==> src/rtl/clk_div_pkg.sv <==
// Shared types and helpers for the programmable clock divider.
package clk_div_pkg;

    typedef enum logic [1:0] {
        ST_IDLE = 2'd0,
        ST_RUN  = 2'd1,
        ST_STOP = 2'd2
    } state_e;

    localparam int DIV_MIN = 2;

    // Number of clk cycles the positive phase lasts for divisor n.
    function automatic logic [31:0] half_period(input logic [31:0] n);
        return n >> 1;
    endfunction

endpackage

==> src/rtl/clk_div_ctrl_if.sv <==
// Divisor-configuration handshake between a requester and clk_div_ctrl.
interface clk_div_ctrl_if #(
    parameter int DIV_W = 8
) ();
    logic             cfg_valid;
    logic [DIV_W-1:0] cfg_div;
    logic             cfg_ready;
    logic             cfg_err;

    modport master (output cfg_valid, output cfg_div, input cfg_ready, input cfg_err);
    modport slave  (input cfg_valid, input cfg_div, output cfg_ready, output cfg_err);
endinterface

==> src/rtl/clk_div_duty.sv <==
// Output stage: registers the positive phase; with CLK_DIV_ODD_DUTY_EN defined a
// negedge flop stretches the high phase by half a cycle for odd divisors.
module clk_div_duty (
    input  logic clk,
    input  logic rst,
    input  logic clk_pos_n,
    input  logic odd,
    output logic clk_out
);
    logic clk_pos;

    always_ff @(posedge clk) begin
        if (rst) clk_pos <= 1'b0;
        else     clk_pos <= clk_pos_n;
    end

`ifdef CLK_DIV_ODD_DUTY_EN
    logic clk_neg;
    logic armed;

    always_ff @(negedge clk) begin
        if (rst) clk_neg <= 1'b0;
        else     clk_neg <= clk_pos;
    end

    // Masks the stale negedge copy for the half cycle right after a reset edge.
    always_ff @(posedge clk) begin
        armed <= ~rst;
    end

    assign clk_out = clk_pos | (clk_neg & odd & armed);
`else
    logic unused_odd;
    assign unused_odd = odd;
    assign clk_out    = clk_pos;
`endif

endmodule

==> src/rtl/clk_div_ctrl.sv <==
// Runtime-programmable clock divider controller (top). Optional odd-divisor
// 50% duty correction is enabled with macro CLK_DIV_ODD_DUTY_EN.
module clk_div_ctrl
    import clk_div_pkg::*;
#(
    parameter int DIV_W       = 8,
    parameter int DEFAULT_DIV = 3
) (
    input  logic             clk,
    input  logic             rst,
    input  logic             en,
    clk_div_ctrl_if.slave    cfg,
    output logic             clk_out,
    output logic             running,
    output logic             tick,
    output logic [DIV_W-1:0] cur_div
);
    localparam logic [DIV_W-1:0] DIV_MIN_W = DIV_W'(DIV_MIN);
    localparam logic [DIV_W-1:0] DIV_DEF_W = DIV_W'(DEFAULT_DIV);
    localparam logic [DIV_W-1:0] ONE_W     = DIV_W'(1);

    state_e           state, state_n;
    logic [DIV_W-1:0] cnt, cnt_n;
    logic [DIV_W-1:0] cur_div_n;
    logic [DIV_W-1:0] pend_div;
    logic             pend, pend_n;
    logic             wrap, accept, bad, clk_pos_n;

    always_comb begin
        wrap      = (state != ST_IDLE) && (cnt == cur_div - ONE_W);
        accept    = cfg.cfg_valid && !pend;
        bad       = accept && (cfg.cfg_div < DIV_MIN_W);
        state_n   = state;
        cnt_n     = cnt;
        cur_div_n = cur_div;
        pend_n    = pend;

        case (state)
            ST_IDLE: begin
                cnt_n = '0;
                if (pend) begin
                    cur_div_n = pend_div;
                    pend_n    = 1'b0;
                end
                if (en) state_n = ST_RUN;
            end
            ST_RUN, ST_STOP: begin
                if (wrap) begin
                    // Period boundary: the only point where N may change or we may idle.
                    cnt_n = '0;
                    if (pend) begin
                        cur_div_n = pend_div;
                        pend_n    = 1'b0;
                    end
                    state_n = en ? ST_RUN : ST_IDLE;
                end else begin
                    cnt_n   = cnt + ONE_W;
                    state_n = en ? ST_RUN : ST_STOP;
                end
            end
            default: state_n = ST_IDLE;
        endcase

        if (accept && !bad) pend_n = 1'b1;

        clk_pos_n = (state_n != ST_IDLE) &&
                    (cnt_n < DIV_W'(half_period(32'(cur_div_n))));
    end

    always_ff @(posedge clk) begin
        if (rst) begin
            state       <= ST_IDLE;
            cnt         <= '0;
            cur_div     <= DIV_DEF_W;
            pend        <= 1'b0;
            cfg.cfg_err <= 1'b0;
        end else begin
            state       <= state_n;
            cnt         <= cnt_n;
            cur_div     <= cur_div_n;
            pend        <= pend_n;
            cfg.cfg_err <= bad;
        end
    end

    always_ff @(posedge clk) begin
        if (accept && !bad) pend_div <= cfg.cfg_div;
    end

    assign cfg.cfg_ready = !pend;
    assign running       = (state != ST_IDLE);
    assign tick          = wrap;

    clk_div_duty u_duty (
        .clk       (clk),
        .rst       (rst),
        .clk_pos_n (clk_pos_n),
        .odd       (cur_div[0]),
        .clk_out   (clk_out)
    );

endmodule

==> src/flat_wrapper.sv <==
// flat-port wrapper written by rule: the top's interface ports become plain ports
module clk_div_ctrl_flat import clk_div_pkg::*;
#(
    parameter int DIV_W       = 8,
    parameter int DEFAULT_DIV = 3
)
  (clk, rst, en, clk_out, running, tick, cur_div, cfg_cfg_valid, cfg_cfg_div, cfg_cfg_ready, cfg_cfg_err);
  clk_div_ctrl_if #(.DIV_W(DIV_W)) cfg_i ();
  input  logic clk;
  input  logic rst;
  input  logic en;
  output logic clk_out;
  output logic running;
  output logic tick;
  output logic [DIV_W-1:0] cur_div;
  input wire logic [$bits(cfg_i.cfg_valid)-1:0] cfg_cfg_valid;
  input wire logic [$bits(cfg_i.cfg_div)-1:0] cfg_cfg_div;
  output wire logic [$bits(cfg_i.cfg_ready)-1:0] cfg_cfg_ready;
  output wire logic [$bits(cfg_i.cfg_err)-1:0] cfg_cfg_err;
  assign cfg_i.cfg_valid = cfg_cfg_valid;
  assign cfg_i.cfg_div = cfg_cfg_div;
  assign cfg_cfg_ready = cfg_i.cfg_ready;
  assign cfg_cfg_err = cfg_i.cfg_err;
  clk_div_ctrl #(.DIV_W(DIV_W), .DEFAULT_DIV(DEFAULT_DIV)) u_core (.clk(clk), .rst(rst), .en(en), .cfg(cfg_i), .clk_out(clk_out), .running(running), .tick(tick), .cur_div(cur_div));
endmodule
==> config.mk <==
export PLATFORM = sky130hd
export DESIGN_NAME = clk_div_ctrl_flat
export DESIGN_NICKNAME = d
export VERILOG_FILES = /design/src/rtl/clk_div_pkg.sv /design/src/rtl/clk_div_ctrl_if.sv /design/src/rtl/clk_div_duty.sv /design/src/rtl/clk_div_ctrl.sv /design/src/flat_wrapper.sv
export SDC_FILE = /design/constraint.sdc
export NUM_CORES = 1
export LEC_CHECK = 0
export BUFFER_PORTS_ARGS = -buffer_cell sky130_fd_sc_hd__buf_4
export CORE_ASPECT_RATIO = 0.75
export CORE_MARGIN = 2
export CORE_UTILIZATION = 49
export CTS_CLUSTER_DIAMETER = 60
export DETAILED_ROUTE_END_ITERATION = 7
export GPL_TIMING_DRIVEN = 0
export PLACE_DENSITY_LB_ADDON = 0.12
export RECOVER_POWER = 50
export SETUP_SLACK_MARGIN = 0.1
export SKIP_CTS_REPAIR_TIMING = 1
export SLEW_MARGIN = 20
export SYNTH_ARGS = -nofsm -noshare
export SYNTH_HDL_FRONTEND = slang
export SYNTH_SLANG_ARGS = --single-unit
==> constraint.sdc <==
create_clock -name clk -period 3.63 [get_ports clk]
set_clock_uncertainty 0.15 [all_clocks]
set_input_delay 0.726 -clock clk [delete_from_list [all_inputs] [get_ports clk]]
set_output_delay 0.726 -clock clk [all_outputs]
set_load 0.005 [all_outputs]
# After elaboration in Yosys (flattened, before gate mapping)
# Cells that the tools add are included.
dict set report totals {
  register_bits 29
  in_bits 12
  out_inout_bits 13
  elab_cells 45
}
dict set report op_classes {
  add_sub_neg 2
  n_lt_le_gt_ge 2
  eq_ne 5
  muxes 13
  reduce_logical 15
}
# cell count
set ops {}
lappend ops {{$pmux 8 s2} 2}
lappend ops {{$mux 8} 3}
lappend ops {{$add 8x1->8 const B} 1}
lappend ops {{$eq 8x8->1} 1}
lappend ops {{$lt 8x2->1 const B} 1}
lappend ops {{$lt 8x7->1} 1}
lappend ops {{$sub 8x1->8 const B} 1}
lappend ops {{$mux 2} 3}
lappend ops {{$reduce_bool 2->1} 3}
lappend ops {{$logic_and 1x1->1} 5}
lappend ops {{$pmux 2 s2} 1}
lappend ops {{$reduce_and 2->1} 2}
lappend ops {{$mux 1} 3}
lappend ops {{$ne 3x2->1 const B} 1}
lappend ops {{$reduce_bool 3->1} 1}
lappend ops {{$eq 2x1->1 const B} 1}
lappend ops {{$eq 2x2->1 const B} 1}
lappend ops {{$logic_not 1->1} 2}
lappend ops {{$logic_not 2->1} 1}
lappend ops {{$ne 2x2->1 const B} 1}
lappend ops {{$pmux 1 s2} 1}
lappend ops {{$reduce_or 2->1} 1}

# Longest topological paths before layout
dict set report logic_depth {
  depth_word 7
  mapped_depth 19
  ltp_nobuf 15
}

# By module
# Synthesis repeated with hierarchy kept, for this count alone.
dict set report unflattened {
  cells_unflattened 238
  hier_area_um2 2092.0
}
# module instances cells_per_inst area_each_um2 seq_area_each_um2
set by_module_without_submodules {}
lappend by_module_without_submodules {clk_div_ctrl 1 236 2058.2 640.6}
lappend by_module_without_submodules {clk_div_duty 1 2 33.8 20.0}

# Least setup slack after synthesis
# Ideal clock, no wire load.
dict set report synth_path {
  kind {reg2reg}
  startpoint {reg u_core.cur_div[0]}
  endpoint {reg u_core.u_duty.clk_pos, in the netlist u_core.u_duty.clk_out}
  setup_ns 0.064
  arrival_time_ns 3.494
  required_ns 3.416
  setup_slack_ns -0.078
  stages_incl_launch_ff 20
  n_path_buf 4
  synth_period_minus_slack_ns 3.708
  path_cell_list {dfxtp_1 > buf_2 > inv_1 > ha_1 > clkbuf_2 > o21bai_1 > a211oi_1 > o21ai_1 > a211oi_2 > buf_4 > a21oi_1 > nor3_2 > buf_4 > a22oi_1 > ha_1 > a2111oi_0 > o21ai_0 > a31o_2 > a221o_1 > nor2_1}
}
dict set report synth_between {
  elab_chain_cells 7
  word_cells_on_any_way 12
  classes_between {add/sub (1); order compare (1); eq/ne (1); mux (6); reduce/logical (3)}
}
# item line_no
set synth_rtl {}
lappend synth_rtl {{start, declared} clk_div_ctrl.sv:16} ;# output logic [DIV_W-1:0] cur_div
lappend synth_rtl {{start signal, assigned} clk_div_ctrl.sv:80} ;# cur_div <= cur_div_n;
lappend synth_rtl {{$sub 8x1->8 (*)} clk_div_ctrl.sv:30} ;# wrap = (state != ST_IDLE) && (cnt == cur_div - ONE_W);
lappend synth_rtl {{$eq 8x8->1 (*)} clk_div_ctrl.sv:30}
lappend synth_rtl {{$logic_and 1x1->1 (*)} clk_div_ctrl.sv:30}
lappend synth_rtl {{net tick} flat_wrapper.sv:14} ;# output logic tick;
lappend synth_rtl {{$mux 8 or $mux 2 (tied branches)} clk_div_ctrl.sv:48} ;# if (wrap) begin
lappend synth_rtl {{$pmux 8 s2 or $pmux 2 s2 (tied branches)} clk_div_ctrl.sv:38} ;# case (state)
lappend synth_rtl {{$lt 8x7->1 or $reduce_bool 2->1 (tied branches)} {clk_div_ctrl.sv:67, clk_div_ctrl.sv:66}}
lappend synth_rtl {{$logic_and 1x1->1 (*)} clk_div_ctrl.sv:66} ;# clk_pos_n = (state_n != ST_IDLE) &&
lappend synth_rtl {{end signal, assigned} clk_div_duty.sv:14} ;# else clk_pos <= clk_pos_n;
lappend synth_rtl {{end, declared} clk_div_duty.sv:10} ;# logic clk_pos;
# Mark *: on every way through the listed nets, which the timed path passes. The rest lies on a longest branch. The select of a mux whose other input is x is not followed.
# A chain may end at the register's enable or synchronous reset.

# Worst setup path after layout
dict set report layout_path {
  startpoint {reg u_core.cur_div[0]}
  endpoint {reg u_core.u_duty.clk_pos, in the netlist u_core.u_duty.clk_out}
}
dict set report layout_between {
  elab_chain_cells 7
  word_cells_on_any_way 12
  classes_between {add/sub (1); order compare (1); eq/ne (1); mux (6); reduce/logical (3)}
}
# item line_no
set layout_rtl {}
lappend layout_rtl {{$sub 8x1->8 (*)} clk_div_ctrl.sv:30}
lappend layout_rtl {{$eq 8x8->1 (*)} clk_div_ctrl.sv:30}
lappend layout_rtl {{$logic_and 1x1->1 (*)} clk_div_ctrl.sv:30}
lappend layout_rtl {{$mux 8 or $mux 2 (tied branches)} clk_div_ctrl.sv:48}
lappend layout_rtl {{$pmux 8 s2 or $pmux 2 s2 (tied branches)} clk_div_ctrl.sv:38}
lappend layout_rtl {{$lt 8x7->1 or $reduce_bool 2->1 (tied branches)} {clk_div_ctrl.sv:67, clk_div_ctrl.sv:66}}
lappend layout_rtl {{$logic_and 1x1->1 (*)} clk_div_ctrl.sv:66}
# Every way passes the cells marked *; elsewhere a longest branch is shown, timed or not. The select of a mux whose other input is x is not followed.

==> out/metrics.cfg <==
[run_status]
status=finished with violations
violations=negative setup slack

[sta]
fin_crit_sh_pct=103
rsz0062_at_grt=yes
finalWorstSetupSlack_ns=-0.101
slew_headroom_pct=63.9
max_freq_ghz=0.268
period_minus_slack_ns=3.73
setup_viol=1
hold_violations=0
whs_ns=0.397
max_slew.worst_pin.slew_ns=0.542
slew_violations=0

[drt]
detail_route.first_pass.iterations=4
num_vias=1757
ant_nets=0
routed_via_density=5.84
drt_iter0_drc=58
drc=0
drt-wirelength-per-cell_um=16.6
routed_wl_mm=4.99

[layout]
n_fill_cell=321
synthToLayoutAreaGrowth_pct=28.9
utilization_pct=65.3
multi_input_area_um2=1150
antenna_cells=0
final_cell_area_um2=2370
final_layout_size_suffix_gt1_share_pct=28.5
final_net_count=270
regArea_um2=666

[worst_setup_path]
path_depth=18
cp_cell_sequence=buf_6 -> inv_2 -> ha_4 -> o21bai_4 -> a211oi_2 -> o21ai_1 -> a211oi_2 -> buf_6 -> a21oi_4 -> nor3_4 -> buf_6 -> a22oi_2 -> ha_4 -> a2111oi_4 -> o21ai_1 -> a31o_2 -> a221o_1 -> nor2_1
cp_slowest_cell=a2111oi_4
reg2reg_slack_ns=-0.10
cpPeakStageDelay_ns=0.34
arrival_ns=3.80
cp_num_buf_inv=4
worst_setup_path_start_kind=register
cp-end-kind=register
cp_common_cell=buf_6
crit_family=compound AO/OA/AOI/OAI gates
critPathMaxFanout=8
worstPathRequired_ns=3.70
crit_type=reg2reg
reg2regPathDepth=18

[placed_design]
gp_congestion=0.817
place_area_um2=2130
dp_hpwl_mm=3.56
io_buffers=24
preCtsSetupSlack_ns=-0.566

[synthesis]
syn_nets=227
syn_avg_cell_area_um2=8.98
yosysTopAreaCell=dfxtp_1
syn_area_um2=1840
synth_top_area_share_pct=22.8
synthArstFlopShare_pct=0
syn_inst=205
yosysMostFrequentCell=dfxtp_1
synthTopCellsByCount=dfxtp_1 (21), nor2_1 (17), inv_1 (13)
synthFlopType=dfxtp_1
yosys_warnings=0
yosysSeqAreaShare_pct=35.9
yosys-top-cells-area=dfxtp_1 (23%), edfxtp_1 (13%), ha_1 (6.8%), a32o_1 (3.8%), nor2_1 (3.5%)
ys_types=55
synth-edff-count=8
ys_ff_latch=29

[grt]
grt_max_degree=11
overflow=0
grt_pass1_vias=1567
grt_pass1_wl_mm=7.51
antenna_found_initial=0
gr-usage-all-layers_pct=23.8

[clocking]
insertion_delay_ns=0.28
cts.sinks=29
cts_tree=yes
htreeDepth=2
clock_tree.buffer_depth=2
clk_pin_slew_ns=0.06
numCtsBuffers=5
cts_root_buf=clkbuf_8

[power_and_ir_drop]
vdd_ir_drop_max_mv=0.265
power_density_nw_per_um2=504
p_total_uw=1200
p_leak_uw=0.000942

[die]
initial_core_util_pct=50.6
io_pins=25
fp.dieH_um=57.1
rows=19
core_um2=3640
die_area_um2=4270
die_w_um=74.8

[worst_hold_path]
hold_class=reg2reg
whs_path_depth=2

[run]
cap_viol_max_count=0

==> kinds of logic (layout without fill, tap and decap cells) <==
logic type,after synthesis,in the layout,synth area share (%)
adders and majority gates,10,10,6.79
and+or+nand+nor,69,69,20.3
DFF,29,29,35.9
buffers and inverters,27,71,7.13
xor gates and xnor gates,13,13,6.18
muxes,2,2,1.15
AOI/OAI and AO/OA,55,55,22.6
==> stage by stage <==
step / instances / TNS [ns]
2_1_floorplan: 205 / 0
3_3_place_gp: 281 / -0.500
3_5_place_dp: 281 / -0.566
4_1_cts: 289 / -0.607
5_1_grt: 301 / -0.267
6_report: 301 / -0.101
==> per-layer routing <==
| layer | wire (um) | share of wire [%] | global-route usage [%] | vias up |
|---|---|---|---|---|
| li1 | - | - | - | 841 |
| met1 | 2290 | 46 | 33.7 | 856 |
| met2 | 2340 | 47 | 35.1 | 53 |
| met3 | 286 | 5.7 | 5.83 | 7 |
| met4 | 75 | 1.5 | 8.67 | 0 |
| met5 | 0 | 0 | 0 | - |
==> sequential cells by signal (all words and copies together) (netlist names) <==
signal	cells
u_core.cnt	8
u_core.cur_div	8
u_core.pend_div	8
u_core.state	2
u_core.cfg.cfg_err	1
u_core.pend	1
u_core.u_duty.clk_out	1
==> worst reg2reg max path, delay by kind of cell, from the launching register on <==
kind | cells | cell delay, ns
fa+ha+maj | 2 | 0.44
buf+inv | 4 | 0.49
simple gates | 2 | 0.29
flops | 1 | 0.33
compound gates | 10 | 1.97
==> layout make-up <==
cell class / instances / area share, %
inverter: 13 / 2.05
clock buffer: 7 / 3.21
timing repair buffer: 38 / 11.7
sequential: 29 / 28.0
clock inverter: 1 / 0.158
multi-input combinational: 149 / 48.4
tap: 52 / 2.74
buffer: 12 / 3.69
==> final timing paths <==
| path | startpoint | end |
|---|---|---|
| max reg2reg | u_core.cur_div[0] | u_core.u_duty.clk_out |
| min reg2reg | u_core.cnt[1] | u_core.cnt[1] |
| min | u_core.cnt[1] | u_core.cnt[1] |
| max | u_core.cur_div[0] | u_core.u_duty.clk_out |
==> power breakdown <==
part	switching [uW]	internal, uW
registers	36.9	369
clock network	119	133
logic	270	267
total	426	770
==> cells in the final DEF, fill, tap and decap left out, types with 3 or more instances in the layout <==
cell type,count
xnor2_1,6
nor3_1,7
and3_1,3
buf_6,5
a32o_1,7
xor2_1,7
nand3_1,5
buf_4,27
nor2b_1,9
clkbuf_4,10
dfxtp_1,19
inv_1,11
a21oi_1,7
o21ai_0,6
edfxtp_1,8
nand2_1,12
ha_1,6
a22oi_1,4
clkbuf_1,9
clkbuf_8,5
nor2_1,16
Power figures use the tool's default switching activity.
